==> config.mk <==
export PLATFORM = sky130hd
export DESIGN_NAME = bcd_stopwatch_mux_flat
export DESIGN_NICKNAME = d
export VERILOG_FILES = /design/src/rtl/bcd_stopwatch_mux_if.sv /design/src/rtl/bcd_stopwatch_mux.sv /design/src/flat_wrapper.sv
export SDC_FILE = /design/constraint.sdc
export NUM_CORES = 1
export LEC_CHECK = 0
export ABC_AREA = 1
export BUFFER_PORTS_ARGS = -buffer_cell sky130_fd_sc_hd__buf_2
export CAP_MARGIN = 30
export CORE_MARGIN = 2
export CORE_UTILIZATION = 65
export DETAILED_ROUTE_END_ITERATION = 10
export PLACE_DENSITY = 0.92
export SKIP_CTS_REPAIR_TIMING = 1
export SYNTH_ARGS = -nofsm -noshare
export SYNTH_HDL_FRONTEND = slang
export SYNTH_SLANG_ARGS = --single-unit
==> constraint.sdc <==
create_clock -name clk -period 2.7 [get_ports clk]
set_input_delay 0.54 -clock clk [delete_from_list [all_inputs] [get_ports clk]]
set_output_delay 0.54 -clock clk [all_outputs]
set_load 0.03 [all_outputs]
==> src/rtl/bcd_stopwatch_mux_if.sv <==
// Control and display bundle of the stopwatch core.
// master: board/top side that drives the controls and reads the display pins.
// slave : the stopwatch core itself.
interface bcd_stopwatch_mux_if #(
  parameter int DIGITS = 4
);
  logic                  enable;
  logic                  upDown;
  logic                  clear;
  logic                  lap;
  logic [DIGITS-1:0]     an;
  logic [7:0]            sgm;
  logic [4*DIGITS-1:0]   count_bcd;
  logic                  wrap;

  modport master (
    output enable, upDown, clear, lap,
    input  an, sgm, count_bcd, wrap
  );

  modport slave (
    input  enable, upDown, clear, lap,
    output an, sgm, count_bcd, wrap
  );
endinterface

==> src/rtl/bcd_stopwatch_mux.sv <==
// Stopwatch core: tick prescaler, N-digit BCD up/down counter with wrap pulse,
// lap-hold snapshot and a time-multiplexed active-low 7-segment driver.
// Build option: define LEADING_ZERO_BLANK_EN to blank leading zero digits
// above DP_DIGIT; without it every digit is always shown.
// DIV = CLK_HZ/TICK_HZ and SCAN_DIV = CLK_HZ/SCAN_HZ must both be >= 2.
module bcd_stopwatch_mux #(
  parameter int CLK_HZ   = 100_000_000,
  parameter int TICK_HZ  = 100,
  parameter int SCAN_HZ  = 1000,
  parameter int DIGITS   = 4,
  parameter int DP_DIGIT = 2
) (
  input  logic               clk,
  input  logic               rst,
  bcd_stopwatch_mux_if.slave bus
);

  localparam int DIV      = CLK_HZ / TICK_HZ;
  localparam int SCAN_DIV = CLK_HZ / SCAN_HZ;
  localparam int PW       = $clog2(DIV);
  localparam int SW       = $clog2(SCAN_DIV);
  localparam int IW       = (DIGITS > 1) ? $clog2(DIGITS) : 1;
  localparam int CW       = 4 * DIGITS;

  localparam logic [PW-1:0] PRESC_LAST = PW'(DIV - 1);
  localparam logic [SW-1:0] SCAN_LAST  = SW'(SCAN_DIV - 1);
  localparam logic [IW-1:0] IDX_LAST   = IW'(DIGITS - 1);
  localparam logic [CW-1:0] ALL_NINES  = {DIGITS{4'h9}};
  localparam logic [CW-1:0] ALL_ZERO   = {CW{1'b0}};

  // Active-low {g,f,e,d,c,b,a} pattern of a decimal digit; codes 10..15 blank.
  function automatic logic [6:0] segDecode(input logic [3:0] d);
    logic [6:0] s;
    case (d)
      4'd0:    s = 7'b1000000;
      4'd1:    s = 7'b1111001;
      4'd2:    s = 7'b0100100;
      4'd3:    s = 7'b0110000;
      4'd4:    s = 7'b0011001;
      4'd5:    s = 7'b0010010;
      4'd6:    s = 7'b0000010;
      4'd7:    s = 7'b1111000;
      4'd8:    s = 7'b0000000;
      4'd9:    s = 7'b0010000;
      default: s = 7'h7F;
    endcase
    return s;
  endfunction

  // One decimal step up or down with carry/borrow rippling through the digits.
  function automatic logic [CW-1:0] bcdStep(input logic [CW-1:0] v, input logic up);
    logic [CW-1:0] r;
    logic          c;
    logic [3:0]    d;
    r = v;
    c = 1'b1;
    for (int i = 0; i < DIGITS; i++) begin
      d = v[4*i +: 4];
      if (!c) begin
        r[4*i +: 4] = d;
      end else if (up) begin
        if (d == 4'd9) begin
          r[4*i +: 4] = 4'd0;
          c           = 1'b1;
        end else begin
          r[4*i +: 4] = d + 4'd1;
          c           = 1'b0;
        end
      end else begin
        if (d == 4'd0) begin
          r[4*i +: 4] = 4'd9;
          c           = 1'b1;
        end else begin
          r[4*i +: 4] = d - 4'd1;
          c           = 1'b0;
        end
      end
    end
    return r;
  endfunction

`ifdef LEADING_ZERO_BLANK_EN
  // A digit is shown if it is digit 0, at or below the dp digit, or if any
  // digit at or above it is non-zero.
  function automatic logic digitShown(input logic [CW-1:0] v, input int idx);
    logic shown;
    shown = (idx == 0) || (idx <= DP_DIGIT);
    for (int i = 0; i < DIGITS; i++) begin
      shown = shown | ((i >= idx) && (v[4*i +: 4] != 4'd0));
    end
    return shown;
  endfunction
`endif

  logic [PW-1:0] prescCnt_r;
  logic [CW-1:0] count_r;
  logic          wrap_r;
  logic          lapPrev_r;
  logic          hold_r;
  logic [CW-1:0] snap_r;
  logic [SW-1:0] scanCnt_r;
  logic [IW-1:0] scanIdx_r;
  logic [DIGITS-1:0] an_r;
  logic [7:0]    sgm_r;

  logic          tick_s;
  logic          lapRise_s;
  logic          scanPulse_s;
  logic          allNines_s;
  logic          allZero_s;
  logic [CW-1:0] dispSrc_s;
  logic [3:0]    curDigit_s;
  logic [DIGITS-1:0] anNext_s;
  logic          dpNext_s;
  logic [6:0]    segNext_s;
  logic [7:0]    sgmNext_s;

  assign tick_s      = bus.enable & (prescCnt_r == PRESC_LAST);
  assign lapRise_s   = bus.lap & ~lapPrev_r;
  assign scanPulse_s = (scanCnt_r == SCAN_LAST);
  assign allNines_s  = (count_r == ALL_NINES);
  assign allZero_s   = (count_r == ALL_ZERO);

  // Tick prescaler: advances only while enabled, so a pause keeps the phase.
  always_ff @(posedge clk or negedge rst) begin
    if (!rst) begin
      prescCnt_r <= PW'(0);
    end else if (bus.clear) begin
      prescCnt_r <= PW'(0);
    end else if (bus.enable) begin
      prescCnt_r <= (prescCnt_r == PRESC_LAST) ? PW'(0) : prescCnt_r + PW'(1);
    end
  end

  // BCD counter and wrap pulse; clear beats a coincident tick and suppresses wrap.
  always_ff @(posedge clk or negedge rst) begin
    if (!rst) begin
      count_r <= ALL_ZERO;
      wrap_r  <= 1'b0;
    end else if (bus.clear) begin
      count_r <= ALL_ZERO;
      wrap_r  <= 1'b0;
    end else if (tick_s) begin
      count_r <= bcdStep(count_r, bus.upDown);
      wrap_r  <= bus.upDown ? allNines_s : allZero_s;
    end else begin
      wrap_r  <= 1'b0;
    end
  end

  // Lap edge detect and hold toggle; entering hold captures the pre-tick live count.
  always_ff @(posedge clk or negedge rst) begin
    if (!rst) begin
      lapPrev_r <= 1'b0;
      hold_r    <= 1'b0;
      snap_r    <= ALL_ZERO;
    end else begin
      lapPrev_r <= bus.lap;
      if (bus.clear) begin
        hold_r <= 1'b0;
        snap_r <= ALL_ZERO;
      end else if (lapRise_s) begin
        hold_r <= ~hold_r;
        if (!hold_r) begin
          snap_r <= count_r;
        end
      end
    end
  end

  // Select the digit under the scan index and build the next anode/segment word.
  always_comb begin
    dispSrc_s  = hold_r ? snap_r : count_r;
    curDigit_s = 4'd0;
    anNext_s   = {DIGITS{1'b1}};
    for (int i = 0; i < DIGITS; i++) begin
      curDigit_s  = curDigit_s | ((scanIdx_r == IW'(i)) ? dispSrc_s[4*i +: 4] : 4'd0);
      anNext_s[i] = (scanIdx_r == IW'(i)) ? 1'b0 : 1'b1;
    end
    dpNext_s = (int'(scanIdx_r) == DP_DIGIT) ? 1'b0 : 1'b1;
`ifdef LEADING_ZERO_BLANK_EN
    if (digitShown(dispSrc_s, int'(scanIdx_r))) begin
      segNext_s = segDecode(curDigit_s);
    end else begin
      segNext_s = 7'h7F;
    end
`else
    segNext_s = segDecode(curDigit_s);
`endif
    sgmNext_s = {dpNext_s, segNext_s};
  end

  // Free-running scan divider; each pulse latches an/sgm and steps the digit index.
  always_ff @(posedge clk or negedge rst) begin
    if (!rst) begin
      scanCnt_r <= SW'(0);
      scanIdx_r <= IW'(0);
      an_r      <= {DIGITS{1'b1}};
      sgm_r     <= 8'hFF;
    end else begin
      scanCnt_r <= scanPulse_s ? SW'(0) : scanCnt_r + SW'(1);
      if (scanPulse_s) begin
        scanIdx_r <= (scanIdx_r == IDX_LAST) ? IW'(0) : scanIdx_r + IW'(1);
        an_r      <= anNext_s;
        sgm_r     <= sgmNext_s;
      end
    end
  end

  assign bus.count_bcd = count_r;
  assign bus.wrap      = wrap_r;
  assign bus.an        = an_r;
  assign bus.sgm       = sgm_r;

endmodule

==> src/flat_wrapper.sv <==
// flat-port wrapper written by rule: the top's interface ports become plain ports
module bcd_stopwatch_mux_flat 
#(
  parameter int CLK_HZ   = 100_000_000,
  parameter int TICK_HZ  = 100,
  parameter int SCAN_HZ  = 1000,
  parameter int DIGITS   = 4,
  parameter int DP_DIGIT = 2
)
  (clk, rst, bus_enable, bus_upDown, bus_clear, bus_lap, bus_an, bus_sgm, bus_count_bcd, bus_wrap);
  bcd_stopwatch_mux_if #(.DIGITS(DIGITS)) bus_i ();
  input  logic clk;
  input  logic rst;
  input wire logic [$bits(bus_i.enable)-1:0] bus_enable;
  input wire logic [$bits(bus_i.upDown)-1:0] bus_upDown;
  input wire logic [$bits(bus_i.clear)-1:0] bus_clear;
  input wire logic [$bits(bus_i.lap)-1:0] bus_lap;
  output wire logic [$bits(bus_i.an)-1:0] bus_an;
  output wire logic [$bits(bus_i.sgm)-1:0] bus_sgm;
  output wire logic [$bits(bus_i.count_bcd)-1:0] bus_count_bcd;
  output wire logic [$bits(bus_i.wrap)-1:0] bus_wrap;
  assign bus_i.enable = bus_enable;
  assign bus_i.upDown = bus_upDown;
  assign bus_i.clear = bus_clear;
  assign bus_i.lap = bus_lap;
  assign bus_an = bus_i.an;
  assign bus_sgm = bus_i.sgm;
  assign bus_count_bcd = bus_i.count_bcd;
  assign bus_wrap = bus_i.wrap;
  bcd_stopwatch_mux #(.CLK_HZ(CLK_HZ), .TICK_HZ(TICK_HZ), .SCAN_HZ(SCAN_HZ), .DIGITS(DIGITS), .DP_DIGIT(DP_DIGIT)) u_core (.clk(clk), .rst(rst), .bus(bus_i));
endmodule
==> qor.txt, run 1 <==
Max-cap violation count: 0
CTS Sinks: 85
Drc violations: 0
Die H: 93.8 um
Largest net degree at the start of global routing: 48
Detailed Place HPWL: 8.90 mm
Int Power: 2.25 mW
Most common cell on crit path: nand2_1
Post-DR wirelength/cell: 14.7 um
Nets: 769
Cells after Synth: 712
GRT Overall Usage: 30.2%
Final Instance Area: 5710 um2
# rows: 32
Worst EP arrival: 2.58 ns
Final cell count without fillers: 848
Max Root-Sink Buffers: 2
Synth Flop Type: dfrtp_1
Max IR drop VDD: 478 uV
Placed cell area: 5470 um2
Fill count: 593
First-pass GRT wire length: 21.4 mm
Largest stage delay on the critical path: 0.65 ns
Lkg Pwr: 2.77 nW
Clock latency on the worst-skew pair: 0.36 ns
Diodes inserted: 0
Final Core Density: 73.6%
Synthesized area: 5250 um2
Inst Count DP: 832
Met2 GRT Util: 51.7%
Routability Congestion: 0.959
Fmax: 0.428 GHz
Vias: 4968
Outcome: complete, no violations
Clk pwr share: 32.8%
Layout cells sized above 1: 10.7%
DR iter-0 viols: 360
Clock transition at the registers of the reported paths: 0.10 ns
RSZ-0062 raised after global routing: false
Worst Clk Skew: 0.0138 ns
CP Cell Sequence: ha_1 -> nand2_2 -> nor2_2 -> inv_1 -> nor2_2 -> nand3_2 -> o21ai_4 -> nand2_1 -> nand2_1 -> nand2_1
Die width: 93.8 um
CTS Buf Count: 9
CP required: 2.95 ns
Slew @ Worst Pin: 0.809 ns
CP max stage cell: o21ai_4
Final setup violation count: 0
CORE AREA: 7770 um2
Initial Utilization: 67.5%
Number of global-route vias before repair: 4755
Bufs and invs on worst path: 1
Post-synthesis sequential area ratio: 40.8%
Routed vias/inst: 5.86
Worst Setup Start Kind: register
Area of the multi-input gates: 2620 um2
Crit end category: register
Logic pwr share: 24.3%
Total I/O pin count: 35
Count of input and output buffers: 34
Synth Net Count: 740
Htree depth: 3
Most common cell after layout, fill and taps aside: nand2_1
Layout area overhead: 8.90%
Ys async rst share: 100%
CTS root buf: clkbuf_8
Initial antenna violation count: 0
DIE AREA: 8810 um2
Power per cell area: 601 nW/um2
Dpl ws: 0.383 ns
ANT nets after route: 0
CTS tree: yes
Post-synthesis cell type count: 42
Setup ws final: 0.363 ns
Final hold violation count: 0
Remaining global-route overflow: 0
Synth warn: 0
Psw: 1.18 mW
Top delay family on crit path: simple AND/OR/NAND/NOR gates
Sequential Area: 2140 um2
Iteration count of the initial detailed-routing pass: 5
Most frequent cells in the layout: 160 x nand2_1, 88 x inv_1, 74 x nor2_1, 74 x dfrtp_1, 70 x nand3_1
Mean post-synth cell area: 7.37 um2
Worst slew margin: 45.9%
Net Sw Frac: 34.5%
Crit Path Class: reg2reg
Post-synth EDFFs: 0
Critical-path maximum fanout: 35
Total Wirelength: 12.5 mm
Reg power frac: 42.9%
Gr busiest metal: met2
Hold crit path type: in2async
Setup Total Neg Slack: 0 ns
Slew Limit Fails: 0
#FFs+latches synth: 85
GR met3 Demand/Resource: 4.65%
Final worst path period need: 2.34 ns
Period utilisation layout: 86.5%
Routing usage on met1: 37.6%
[Yosys cell counts (all sizes together) (7+ instances only)]
| cell type | instances | area share (%) |
|---|---|---|
| nor2 | 78 | 5.8 |
| xor2 | 17 | 2.8 |
| dfstp | 11 | 5.5 |
| nand4 | 20 | 2.5 |
| dfrtp | 74 | 35 |
| o21ai | 58 | 5.8 |
| inv | 90 | 6.4 |
| nor3 | 18 | 1.7 |
| clkbuf | 7 | 0.52 |
| buf | 14 | 2.0 |
| a21oi | 47 | 4.7 |
| nand2 | 161 | 12 |
| ha | 22 | 5.2 |
| nand3 | 71 | 6.9 |
[power by group through the flow]
stage                     clock network (mW)  registers [mW]  logic [mW]
after global placement                     0            1.49       0.786
after global routing                    1.18            1.49       0.945
final                                   1.12            1.47       0.836
after CTS                               1.13            1.47       0.829
after floorplan                            0            1.55       0.513
after detailed placement                   0            1.49       0.819
[cell families (layout without fill, tap and decap cells)]
group                      count (synthesis)  in the layout  synth area share [%]
and+or+nand+nor                          357            357                  29.6
adders and majority gates                 22             22                  5.25
buffers and inverters                    113            147                  9.18
DFF                                       85             85                  40.8
xor gates and xnor gates                  19             19                  3.17
AOI/OAI and AO/OA                        116            116                  12.0
[metrics by stage]
stage          hold WS [ns]  total power [mW]
3_5_place_dp          0.452              2.31
4_1_cts               0.158              3.42
3_3_place_gp          0.444              2.27
2_1_floorplan         0.244              2.06
5_1_grt               0.171              3.61
6_report              0.132              3.43
[final timing paths]
check,startpoint,to,slack [ns],depth (start not counted)
hold / removal,rst,u_core.prescCnt_r[7],0.13,1
max in group asynchronous,rst,u_core.bus.an[3],1.87,2
min in group clk,bus_lap,u_core.lapPrev_r,0.31,1
setup reg to reg,u_core.prescCnt_r[0],u_core.bus.count_bcd[9],0.36,10
hold reg to reg,u_core.scanCnt_r[0],u_core.scanCnt_r[0],0.46,1
setup / recovery,u_core.prescCnt_r[0],u_core.bus.count_bcd[9],0.36,10
[worst reg2reg max path, delay by kind of cell (launching register included)]
kind	cells	cell delay, ns
simple gates	7	0.86
flops	1	0.45
fa+ha+maj	1	0.21
compound gates	1	0.65
buf+inv	1	0.06
[metal layers]
metal / vias up / wire length, um / part of all wire [%]
met5: - / 0 / 0
met4: 0 / 308 / 2.5
met3: 38 / 618 / 5.0
met2: 191 / 6260 / 50
met1: 2360 / 5270 / 42
li1: 2379 / - / -
[flip-flops by register name, summed over array words and instances (netlist names)]
signal,cells
u_core.bus.sgm,7
u_core.scanCnt_r,17
u_core.lapPrev_r,1
u_core.prescCnt_r,20
u_core.hold_r,1
u_core.snap_r,16
u_core.bus.an,4
u_core.scanIdx_r,2
u_core.bus.wrap,1
u_core.bus.count_bcd,16
[layout make-up]
cell class                      count  area share, %
Inverter                           92           6.13
Sequential cell                    85           37.5
Clock inverter                      5           1.86
Timing Repair Buffer               39           3.90
Multi-Input combinational cell    514           45.9
Clock buffer                       11           2.47
Tap cell                          102           2.23
No activity file was read; power rests on OpenSTA's default activity.
==> run 2, diff against run 1 <==
- clock period: 2.7 -> 2.8 ns (I/O delays scaled with it)
==> qor.txt, run 2 (synthesis results as in run 1) <==
Max-cap violation count: 0 (unchanged)
Slew @ Worst Pin: 0.842 ns (+0.0338 ns)
Number of global-route vias before repair: 4820 (+1.4%)
Period utilisation layout: 85.7% (-0.85 points)
CTS tree: yes
CP required: 3.05 ns (+0.10 ns)
Power per cell area: 554 nW/um2 (-7.8%)
Die H: 93.8 um (unchanged)
Clock transition at the registers of the reported paths: 0.09 ns (about the same)
Final setup violation count: 0 (unchanged)
Max FFs per register: 20 (unchanged)
Worst slew margin: 43.6% (-2.3 points)
Worst EP arrival: 2.65 ns (+0.07 ns)
CTS Buf Count: 9 (unchanged)
Total Wirelength: 12.4 mm (-0.51%)
Most common cell after layout, fill and taps aside: nand2_1
Initial Utilization: 67.5% (unchanged)
Layout area overhead: 7.89%
Final Core Density: 72.9% (-0.68 points)
Worst Clk Skew: 0.0175 ns (+0.00368 ns)
Initial antenna violation count: 0 (unchanged)
ANT nets after route: 0 (unchanged)
Final hold violation count: 0 (unchanged)
RSZ-0062 raised after global routing: false
Routed vias/inst: 5.87 (+0.22%)
Largest registers: u_core.prescCnt_r: 20 flops, u_core.scanCnt_r: 17 flops
Outcome: complete, no violations
Clk pwr share: 29.2% (-3.6 points)
Slew Limit Fails: 0 (unchanged)
Reg power frac: 45.6% (+2.7 points)
GRT Overall Usage: 30.7% (+0.49 points)
Nets: 768 (-0.13%)
Die width: 93.8 um (unchanged)
Critical-path maximum fanout: 35 (unchanged)
Drc violations: 0 (unchanged)
Routability Congestion: 0.942 (-1.8%)
First-pass GRT wire length: 21.6 mm (+0.91%)
Net Sw Frac: 36.5% (+2.1 points)
Psw: 1.15 mW (-3.2%)
Lkg Pwr: 2.74 nW (-0.96%)
Remaining global-route overflow: 0 (unchanged)
CORE AREA: 7770 um2 (unchanged)
Worst Setup Start Kind: register
# rows: 32 (unchanged)
Vias: 4973 (+0.10%)
Diodes inserted: 0 (unchanged)
DIE AREA: 8810 um2 (unchanged)
DR iter-0 viols: 300 (-17%)
Crit Path Class: reg2reg
Largest net degree at the start of global routing: 49 (+2.1%)
Dpl ws: 0.486 ns (+0.103 ns)
Htree depth: 3 (unchanged)
CTS root buf: clkbuf_8
CTS Sinks: 85 (unchanged)
Hold crit path type: in2async
Setup Total Neg Slack: 0 ns (unchanged)
Worst hold margin: 0.202 ns (+0.0700 ns)
Max Root-Sink Buffers: 2 (unchanged)
Setup ws final: 0.401 ns (+0.0372 ns)
Post-DR wirelength/cell: 14.6 um (-0.39%)
Detailed Place HPWL: 9.03 mm (+1.4%)
Largest reg by FF count: u_core.prescCnt_r
Most frequent cells in the layout: 160 x nand2_1, 88 x inv_1, 74 x nor2_1, 74 x dfrtp_1, 70 x nand3_1
Count of input and output buffers: 34 (unchanged)
Max IR drop VDD: 403 uV (-16%)
Layout cells sized above 1: 10.5% (-0.25 points)
Crit end category: register
Logic pwr share: 25.2% (+0.9 points)
Fmax: 0.417 GHz (-2.6%)
Total I/O pin count: 35 (unchanged)
Clock latency on the worst-skew pair: 0.37 ns (about the same)
Int Power: 1.99 mW (-12%)
Iteration count of the initial detailed-routing pass: 5 (unchanged)
Final worst path period need: 2.40 ns (+0.0628 ns)
run 2: cell types whose count changed in the layout (fill, tap and decap cells not counted):
cell | before | now
bufinv_16 | 3 | 1
buf_4 | 5 | 4
clkbuf_1 | 1 | 2
clkinv_4 | 1 | 2
inv_6 | 1 | 0
inv_8 | 0 | 1
run 2: cell type report:
class | instances | area [um2]
Multi-Input combinational cell | 514 | 2620
Sequential cell | 85 | 2140
Fill cell | 609 | 2110
Inverter | 92 | 350
Timing Repair Buffer | 38 | 215
Clock buffer | 12 | 145
Tap cell | 102 | 128
Clock inverter | 4 | 57.6
run 2: per-stage QoR:
step	instance area [um2]	power (mW)	std cells
floorplan	5250	1.99	712
global placement	5460	2.19	831
detailed placement	5460	2.23	831
CTS	5660	3.13	847
global route	5660	3.30	847
finish	5660	3.14	847
run 2: final timing paths:
| check | cells after the start | slack, ns | end | from |
|---|---|---|---|---|
| setup / recovery | 10 | 0.40 | u_core.bus.count_bcd[8] | u_core.prescCnt_r[0] |
| hold / removal | 1 | 0.20 | u_core.prescCnt_r[6] | rst |
| setup reg to reg | 10 | 0.40 | u_core.bus.count_bcd[8] | u_core.prescCnt_r[0] |
| hold reg to reg | 1 | 0.48 | u_core.scanCnt_r[0] | u_core.scanCnt_r[0] |
| max in group asynchronous | 2 | 1.90 | u_core.bus.sgm[3] | rst |
| min in group clk | 1 | 0.31 | u_core.lapPrev_r | bus_lap |
run 2: power groups by stage:
| stage | logic [mW] | clock network (mW) | registers [mW] |
|---|---|---|---|
| 2_1_floorplan | 0.494 | 0 | 1.50 |
| 3_3_place_gp | 0.748 | 0 | 1.45 |
| 3_5_place_dp | 0.778 | 0 | 1.45 |
| 4_1_cts | 0.786 | 0.924 | 1.42 |
| 5_1_grt | 0.887 | 0.977 | 1.44 |
| 6_report | 0.791 | 0.915 | 1.43 |
run 2: layer usage:
layer | vias to the layer above | share of wire (%) | wire (um) | GRT usage, %
li1 | 2372 | - | - | -
met1 | 2302 | 42 | 5200 | 38.9
met2 | 239 | 48 | 5970 | 51.1
met3 | 60 | 6.0 | 749 | 3.69
met4 | 0 | 3.8 | 477 | 17.0
met5 | - | 0 | 0 | 0
run 2: critical path, cell delays in order (launching register included):
cell	delay, ns
dfrtp_1	0.46
ha_1	0.23
nand2_2	0.09
nor2_2	0.11
inv_1	0.06
nor2_2	0.12
nand3_2	0.12
o21ai_4	0.67
nand2_1	0.26
nand2_1	0.12
nand2_1	0.06
==> run 3, diff against run 2 <==
- CORE_UTILIZATION: 65 -> 66
- PLACE_DENSITY: 0.92 -> 0.93
==> qor.txt, run 3 (synthesis results as in run 1) <==
Pwr Total: 3.06 mW (-2.4%)
Slew @ Worst Pin: 0.806 ns (-0.0364 ns)
Crit Path Class: reg2reg
Clock latency on the worst-skew pair: 0.37 ns (about the same)
Fmax: 0.429 GHz (+3.0%)
Int Power: 1.88 mW (-5.3%)
Detailed Place HPWL: 9.03 mm (about the same)
Psw: 1.18 mW (+2.8%)
Placed cell area: 5450 um2 (about the same)
Largest registers: u_core.prescCnt_r: 20 flops, u_core.scanCnt_r: 17 flops
Reg2reg start: u_core.prescCnt_r[0]
Net Sw Frac: 38.5% (+1.9 points)
Max FFs per register: 20 (unchanged)
Logic pwr share: 26.2% (+1.0 points)
Max Root-Sink Buffers: 2 (unchanged)
Most common cell after layout, fill and taps aside: nand2_1
CORE AREA: 7730 um2 (-0.52%)
Dpl ws: 0.514 ns (+0.0287 ns)
Die width: 93.2 um (-0.73%)
Final Core Density: 73.4% (+0.49 points)
Remaining global-route overflow: 0 (unchanged)
Worst Clk Skew: 0.0156 ns (-0.00189 ns)
CTS Buf Count: 9 (unchanged)
Clock transition at the registers of the reported paths: 0.10 ns (about the same)
Routed vias/inst: 5.94 (+1.2%)
Total Wirelength: 12.5 mm (+0.71%)
Nets: 771 (+0.39%)
GRT Overall Usage: 30.3% (-0.41 points)
Fill count: 558 (-8.4%)
CP required: 3.07 ns (+0.02 ns)
CTS Sinks: 85 (unchanged)
Total I/O pin count: 35 (unchanged)
Initial antenna violation count: 0 (unchanged)
Final Instance Area: 5670 um2 (+0.15%)
Worst Setup Start Kind: register
Worst EP arrival: 2.60 ns (-0.05 ns)
Die H: 93.2 um (-0.73%)
Period utilisation layout: 83.2% (-2.5 points)
Largest reg by FF count: u_core.prescCnt_r
Most frequent cells in the layout: 160 x nand2_1, 88 x inv_1, 74 x nor2_1, 74 x dfrtp_1, 70 x nand3_1
ANT nets after route: 0 (unchanged)
Slew Limit Fails: 0 (unchanged)
Clk pwr share: 27.2% (-2.0 points)
Hold crit path type: in2reg
Power per cell area: 540 nW/um2 (-2.5%)
Largest net degree at the start of global routing: 82 (+67%)
Reg power frac: 46.6% (+1.0 points)
Worst hold path stage count: 1
Layout cells sized above 1: 11.0% (+0.49 points)
HP Start: bus_lap
Worst hold endpoint: u_core.lapPrev_r
Final setup violation count: 0 (unchanged)
DIE AREA: 8680 um2 (-1.5%)
Count of input and output buffers: 34 (unchanged)
RSZ-0062 raised after global routing: false
Final hold violation count: 0 (unchanged)
Outcome: complete, no violations
Setup ws final: 0.470 ns (+0.0695 ns)
DR iter-0 viols: 506 (+69%)
Layout area overhead: 8.06%
Initial Utilization: 67.9% (+0.35 points)
Max-cap violation count: 0 (unchanged)
Reg2Reg Setup Slack: 0.47 ns (+0.07 ns)
Worst slew margin: 46.1% (+2.4 points)
Drc violations: 0 (unchanged)
CTS root buf: clkbuf_8
Htree depth: 3 (unchanged)
Crit end category: register
Final worst path period need: 2.33 ns (-0.0695 ns)
Lkg Pwr: 2.75 nW (+0.39%)
CTS tree: yes
R2R cell count: 10 (unchanged)
Post-DR wirelength/cell: 14.7 um (+0.35%)
Routability Congestion: 0.995 (+5.7%)
Iteration count of the initial detailed-routing pass: 5 (unchanged)
Setup Total Neg Slack: 0 ns (unchanged)
Diodes inserted: 0 (unchanged)
# rows: 32 (unchanged)
Vias: 5050 (+1.5%)
Number of global-route vias before repair: 4716 (-2.2%)
Critical-path maximum fanout: 35 (unchanged)
Reg2reg end: u_core.bus.count_bcd[15]
Max IR drop VDD: 478 uV (+19%)
First-pass GRT wire length: 21.2 mm (-1.8%)
## run 3: changes by cell type in the layout (fill, tap and decap cells not counted)
cell	previous run	this run
dlygate4sd3_1	0	1
clkinv_2	0	2
inv_6	0	3
bufinv_16	1	0
buf_12	1	0
clkbuf_8	10	9
clkinv_4	2	1
buf_4	4	6
buf_16	0	1
clkbuf_1	2	0
## run 3: area by class of cell
cell class	instances	area, um2	share of cell area, %
clock inverters	7	55.1	0.971
multi-input cells	514	2620	46.3
flip-flops and latches	85	2140	37.8
clock buffers	9	124	2.18
well taps	102	128	2.25
inverters	92	350	6.18
repair buffers	41	248	4.37
## run 3: worst max path at each step
stage | start | to | slack (ns) | depth (start not counted)
after floorplan | u_core.bus.count_bcd[1] | u_core.bus.sgm[1] | 0.93 | 9
after global placement | u_core.hold_r | u_core.bus.sgm[1] | 0.64 | 8
after detailed placement | u_core.prescCnt_r[0] | u_core.bus.count_bcd[15] | 0.51 | 10
after CTS | u_core.prescCnt_r[0] | u_core.bus.count_bcd[14] | 0.48 | 10
after global routing | u_core.prescCnt_r[0] | u_core.bus.count_bcd[8] | 0.16 | 10
final | u_core.prescCnt_r[0] | u_core.bus.count_bcd[15] | 0.47 | 10
## run 3: per-stage QoR
step | hold slack, ns | cells
floorplan | 0.264 | 712
global placement | 0.444 | 832
detailed placement | 0.491 | 832
CTS | 0.292 | 848
global route | 0.291 | 850
finish | 0.298 | 850
## run 3: critical path, cell delays in order (launching register included)
cell     delay, ns
dfrtp_1       0.45
ha_1          0.22
nand2_2       0.08
nor2_2        0.11
inv_1         0.06
nor2_2        0.11
nand3_2       0.12
o21ai_4       0.65
nand2_1       0.25
nand2_1       0.13
nand2_1       0.05
## run 3: routing by layer
| layer | track usage (%) | routed length (um) | vias to the layer above | part of all wire (%) |
|---|---|---|---|---|
| met5 | 0 | 0 | - | 0 |
| met4 | 14.5 | 439 | 0 | 3.5 |
| met3 | 3.87 | 905 | 58 | 7.2 |
| met2 | 49.9 | 6180 | 290 | 49 |
| met1 | 39.9 | 4960 | 2321 | 40 |
| li1 | - | - | 2381 | - |
## run 3: power groups by stage
stage | Sequential, mW | Combinational [mW] | Clock, mW
after global routing | 1.44 | 0.884 | 0.896
after detailed placement | 1.44 | 0.776 | 0
after global placement | 1.44 | 0.741 | 0
after CTS | 1.42 | 0.784 | 0.839
final | 1.43 | 0.804 | 0.832
after floorplan | 1.50 | 0.494 | 0
